===== config.mk =====
export PLATFORM = sky130hd
export DESIGN_NAME = pipe_stage_reg
export DESIGN_NICKNAME = d
export VERILOG_FILES = /design/src/rtl/pipe_stage_reg.sv
export SDC_FILE = /design/constraint.sdc
export NUM_CORES = 1
export LEC_CHECK = 0
export BUFFER_PORTS_ARGS = -buffer_cell sky130_fd_sc_hd__buf_2
export CAP_MARGIN = 20
export CORE_ASPECT_RATIO = 0.9
export CORE_UTILIZATION = 40
export DETAILED_ROUTE_END_ITERATION = 16
export PLACE_DENSITY = 0.73
export SYNTH_ARGS = -nofsm -noshare
export SYNTH_HDL_FRONTEND = slang
export SYNTH_SLANG_ARGS = --single-unit
export TNS_END_PERCENT = 20

===== constraint.sdc =====
create_clock -name clk -period 7.5 [get_ports clk]
set_input_delay 1.875 -clock clk [delete_from_list [all_inputs] [get_ports clk]]
set_output_delay 1.875 -clock clk [all_outputs]
set_load 0.01 [all_outputs]

===== src/rtl/pipe_stage_reg.sv =====
// Pipeline stage register between stage STAGE and STAGE+1 of the MIPS core.
// It handles flush, bubble and hold, gates the write enables by valid, and keeps perf counters plus a sticky error flag.
module pipe_stage_reg #(
    parameter int DATA_W     = 128,
    parameter int CTRL_W     = 8,
    parameter int STALL_W    = 6,
    parameter int STAGE      = 4,
    parameter bit CLEAR_DATA = 1'b1,
    parameter int CNT_W      = 16
) (
    input  logic               clk,
    input  logic               rst,
    input  logic [STALL_W-1:0] stall_i,
    input  logic               flush_i,
    input  logic               in_valid,
    input  logic [CTRL_W-1:0]  in_ctrl,
    input  logic [DATA_W-1:0]  in_data,
    output logic               out_valid,
    output logic [CTRL_W-1:0]  out_ctrl,
    output logic [DATA_W-1:0]  out_data,
    input  logic               cnt_clr,
    output logic [CNT_W-1:0]   bubble_cnt,
    output logic [CNT_W-1:0]   hold_cnt,
    output logic               err_o
);

    generate
        if (STAGE < 0 || STAGE + 1 >= STALL_W) begin : g_bad_stage
            $error("pipe_stage_reg: STAGE must lie in 0..STALL_W-2");
        end
    endgenerate

    logic              up;
    logic              dn;
    logic              valid_q,  valid_d;
    logic [CTRL_W-1:0] ctrl_q,   ctrl_d;
    logic [DATA_W-1:0] data_q,   data_d;
    logic [CNT_W-1:0]  bubble_q, bubble_d;
    logic [CNT_W-1:0]  hold_q,   hold_d;
    logic              err_q,    err_d;

    assign up = stall_i[STAGE];
    assign dn = stall_i[STAGE+1];

    always_comb begin
        valid_d  = valid_q;
        ctrl_d   = ctrl_q;
        data_d   = data_q;
        bubble_d = bubble_q;
        hold_d   = hold_q;
        err_d    = err_q;

        if (flush_i || (up && !dn)) begin
            // Flush and bubble kill the content the same way; only a bubble is counted.
            valid_d = 1'b0;
            ctrl_d  = '0;
            if (CLEAR_DATA) begin
                data_d = '0;
            end
            if (!flush_i && bubble_q != {CNT_W{1'b1}}) begin
                bubble_d = bubble_q + 1'b1;
            end
        end else if (up && dn) begin
            if (hold_q != {CNT_W{1'b1}}) begin
                hold_d = hold_q + 1'b1;
            end
        end else begin
            valid_d = in_valid;
            ctrl_d  = in_valid ? in_ctrl : '0;
            data_d  = in_data;
        end

        if (!up && dn) begin
            err_d = 1'b1;
        end

        if (cnt_clr) begin
            bubble_d = '0;
            hold_d   = '0;
            err_d    = 1'b0;
        end
    end

    always_ff @(posedge clk or posedge rst) begin
        if (rst) begin
            valid_q  <= 1'b0;
            ctrl_q   <= '0;
            data_q   <= '0;
            bubble_q <= '0;
            hold_q   <= '0;
            err_q    <= 1'b0;
        end else begin
            valid_q  <= valid_d;
            ctrl_q   <= ctrl_d;
            data_q   <= data_d;
            bubble_q <= bubble_d;
            hold_q   <= hold_d;
            err_q    <= err_d;
        end
    end

    assign out_valid  = valid_q;
    assign out_ctrl   = ctrl_q;
    assign out_data   = data_q;
    assign bubble_cnt = bubble_q;
    assign hold_cnt   = hold_q;
    assign err_o      = err_q;

endmodule

==> summary.md <==
| Metric | Value |
|---|---|
| Primary flip-flop cell chosen by synthesis mapping | `sky130_fd_sc_hd__dfrtp_1` |
| Count of nets left with antenna violations after detail routing | `0` |
| Number of design rule violations left after detail routing | `0` |
| Fraction of power spent switching nets | `25.6%` |
| Design area | `0.00891 sq mm` |
| Met2 routing resource usage after global routing | `33.3%` |
| Register clock-pin slew on the reported worst setup and hold paths | `70 ps` |
| Power density cells | `226 mW/mm^2` |
| Via/cell ratio | `5.36` |
| Synthesized-area fraction occupied by and/or/nand/nor cells | `9.34%` |
| Crit path launch type | `input pin` |
| Number of warnings issued by yosys | `0` |
| Setup Skew | `9.46 ps` |
| Insertion delay of the later-clocked pin in the worst-skew pair | `420 ps` |
| Mux contribution to synthesized area | `1.16%` |
| Wire length of the first global-routing pass | `26.5 mm` |
| Number of antenna violations at the first check in global routing | `0` |
| Minimum period implied by the final worst setup slack | `3620 ps` |
| Post-synthesis sequential area ratio | `64.4%` |
| Slew of the pin with the lowest slew margin | `957 ps` |
| Combinational share of power | `8.7%` |
| Final Hold Violating Endpoints | `0` |
| Buffering stage count on the worst path with inverters included | `2` |
| Data required time of the critical path | `7850 ps` |
| Kind of cell with the highest combined delay on the critical path | `buffers and inverters` |
| Total placed instance area | `0.00833 sq mm` |
| Worst voltage drop across the vdd grid | `0.141 mV` |
| Pint | `1500 uW` |
| Top fanout value on the critical path | `82` |
| Slowest library cell on the worst path | `sky130_fd_sc_hd__and3b_4` |
| Setup total negative slack | `0 ps` |
| Post-synthesis xor/xnor area fraction | `0.265%` |
| Clock Sinks | `170` |
| Normalized max-slew margin | `36.1%` |
| Area of the multi-input gates | `0.00221 sq mm` |
| Combinational family with the most area after synthesis | `compound AO/OA/AOI/OAI gates` |
| Share of cells above drive strength 1 | `44.1%` |
| Pins over their slew limit | `0` |
| TritonCTS buffer count | `17` |
| Total GRT Usage | `20.6%` |
| Clock tree from TritonCTS | `done` |
| Post-CTS Hold Buffers | `0` |
| Total of max-cap violations | `0` |
| Post-synthesis cell type count | `42` |
| Final GP Congestion | `0.802` |
| Die boundary height | `124 microns` |
| Final net count | `953` |
| Seq pwr share | `48.1%` |
| Number of input and output port buffers inserted | `312` |
| Element type at the critical path end | `flop` |
| Buffer cell driving the clock tree root | `sky130_fd_sc_hd__clkbuf_16` |
| Mean area per synthesized cell | `13.0 sq um` |
| Switching power | `517 uW` |
| CP arrival | `3980 ps` |
| GRT met3 Usage | `6.27%` |
| Power share of the clock group | `43.1%` |
| Standby leakage power | `0.00480 uW` |
| Number of fill cells in the layout | `1404` |
| Post-CTS Setup Bufs | `0` |
| Antenna diode count | `0` |
| Total wirelength of the detailed-routed design | `17.7 mm` |
| Gate count after technology mapping | `506` |
| Largest stage delay, worst path | `780 ps` |
| Die span in x | `137 microns` |
| Number of optimization iterations in the first detailed-route pass | `5` |
| Worst hold path type | `reg -> reg` |
| Die outline area | `0.0170 sq mm` |
| Power, Total | `2020 uW` |
| Overflow left after global routing | `0` |
| Fin crit share | `48.3%` |
| Sequential cell area | `0.00425 sq mm` |
| Effective utilization at floorplan | `40.9%` |
| Post-synthesis compound-gate area fraction | `22.2%` |
| # rows | `44` |
| Number of primary I/O pins | `317` |
| Area of the mapped netlist | `0.00660 sq mm` |
| Hpwl dp | `12.1 mm` |
| List of cells traversed by the critical path | `buf_2, and3b_4, buf_4, a22o_1` |
| Vias in the first global route | `4941` |
| Max Clk Rate | `276 MHz` |
| Final Hold Slack | `473 ps` |
| Number of H-tree levels | `4` |
| Top Usage Layer GRT | `met2` |
| Total via count after detailed routing | `5490` |
| Flop and latch count out of synthesis | `170` |
| Placeable Area | `0.0161 sq mm` |
| Worst Path Class, Setup | `in -> reg` |
| Total of endpoints with negative setup slack in the final report | `0` |
| Share of flip-flops with an asynchronous set or reset after synthesis | `100%` |
| Relative area change from synthesis to final layout | `35.0%` |
| Placed instance count | `992` |
| Max Root-Sink Buffers | `2` |
| Number of flops mapped to enable cells by yosys | `0` |
| Met1 usage in global routing | `26.3%` |
| Pin count of the biggest net entering global routing | `103` |
| Post-layout instance count excluding filler cells | `1024` |
| Routed len/inst | `17.3 microns` |
| 1st-iter DRT viols | `273` |
| Setup repair after global routing missed its margin | `false` |
| Result of the run | `finished, final reports clean` |
| Post-synth net total | `655` |
| Post-CTS sizing | `0` |
| Synthesized-area fraction occupied by adder cells | `0.379%` |
layout by cell type (no fill, tap or decap), drive strengths merged, types with 5 or more instances in the layout:
cell type | netlist | routed
a21oi | 20 | 20
a22o | 136 | 136
buf | 2 | 316
clkbuf | 35 | 17
dfrtp | 170 | 170
inv | 2 | 10
mux2 | 5 | 5
nand2 | 15 | 15
nand2b | 5 | 5
nand3 | 8 | 8
nand4 | 11 | 11
nor2 | 14 | 14
nor2b | 6 | 6
nor3 | 8 | 8
o21ai | 8 | 8
o31ai | 9 | 9
or3 | 10 | 10
or4 | 7 | 7
metrics by stage:
stage	setup WS [ps]	util, %
finish	3880	55.2
global route	3750	55.2
CTS	3920	55.2
detailed placement	3490	51.6
global placement	3510	51.6
floorplan	1020	-
final cells by class:
type,count,share of cell area (%)
clock buffer,17,4.77
clock inverter,15,1.77
inverter,2,0.140
multi-input combinational,297,24.8
sequential,170,47.7
tap,207,2.91
timing repair buffer,316,17.9
synthesized netlist by cell type, types with 4 or more instances:
cell / number / area, sq um
sky130_fd_sc_hd__a21oi_1: 20 / 100
sky130_fd_sc_hd__clkbuf_1: 35 / 131
sky130_fd_sc_hd__or4_1: 7 / 52.6
sky130_fd_sc_hd__and4_1: 4 / 35.0
sky130_fd_sc_hd__dfrtp_1: 170 / 4250
sky130_fd_sc_hd__nor2b_1: 6 / 37.5
sky130_fd_sc_hd__nor2_1: 14 / 52.6
sky130_fd_sc_hd__nor3_1: 8 / 40.0
sky130_fd_sc_hd__o21ai_0: 8 / 40.0
sky130_fd_sc_hd__mux2_2: 5 / 56.3
sky130_fd_sc_hd__nand2_1: 15 / 56.3
sky130_fd_sc_hd__nand2b_1: 5 / 31.3
sky130_fd_sc_hd__nand4_1: 11 / 68.8
sky130_fd_sc_hd__a22o_1: 136 / 1190
sky130_fd_sc_hd__nand3_1: 8 / 40.0
sky130_fd_sc_hd__o31ai_1: 9 / 67.6
sky130_fd_sc_hd__or3_1: 10 / 62.6
cell families after synthesis:
family / after synthesis
buf+inv: 39
compound gates: 181
xor+xnor: 2
simple gates: 105
mux: 7
flops: 170
fa+ha+maj: 2
routing by layer:
metal | wire length (microns) | vias to the layer above
li1 | - | 2558
met1 | 7450 | 2702
met2 | 8700 | 209
met3 | 1340 | 21
met4 | 243 | 0
met5 | 0 | -
power by group through the flow:
stage                     clock network (uW)  registers, uW  logic [uW]
final                                    871            972         176
after global routing                     931            976         195
after CTS                                890            971         180
after detailed placement                   0            988         180
after global placement                     0            987         177
after floorplan                            0           1000        67.0
sequential cells by signal, summed over array words and instances (netlist names):
signal,cells
out_ctrl,8
err_o,1
hold_cnt,16
out_data,128
out_valid,1
bubble_cnt,16
final timing paths:
check	start	endpoint	slack [ps]	depth (start not counted)
setup / recovery	flush_i	out_data[127]$_DFFE_PP0P_	3880	4
hold / removal	out_valid$_DFFE_PP0P_	out_valid$_DFFE_PP0P_	470	1
setup reg to reg	hold_cnt[0]$_DFFE_PP0P_	hold_cnt[14]$_DFFE_PP0P_	5480	5
hold reg to reg	out_valid$_DFFE_PP0P_	out_valid$_DFFE_PP0P_	470	1
max in group asynchronous	rst	out_data[31]$_DFFE_PP0P_	4390	3
min in group asynchronous	rst	out_data[33]$_DFFE_PP0P_	1670	2
(Power assumes the default switching activity.)
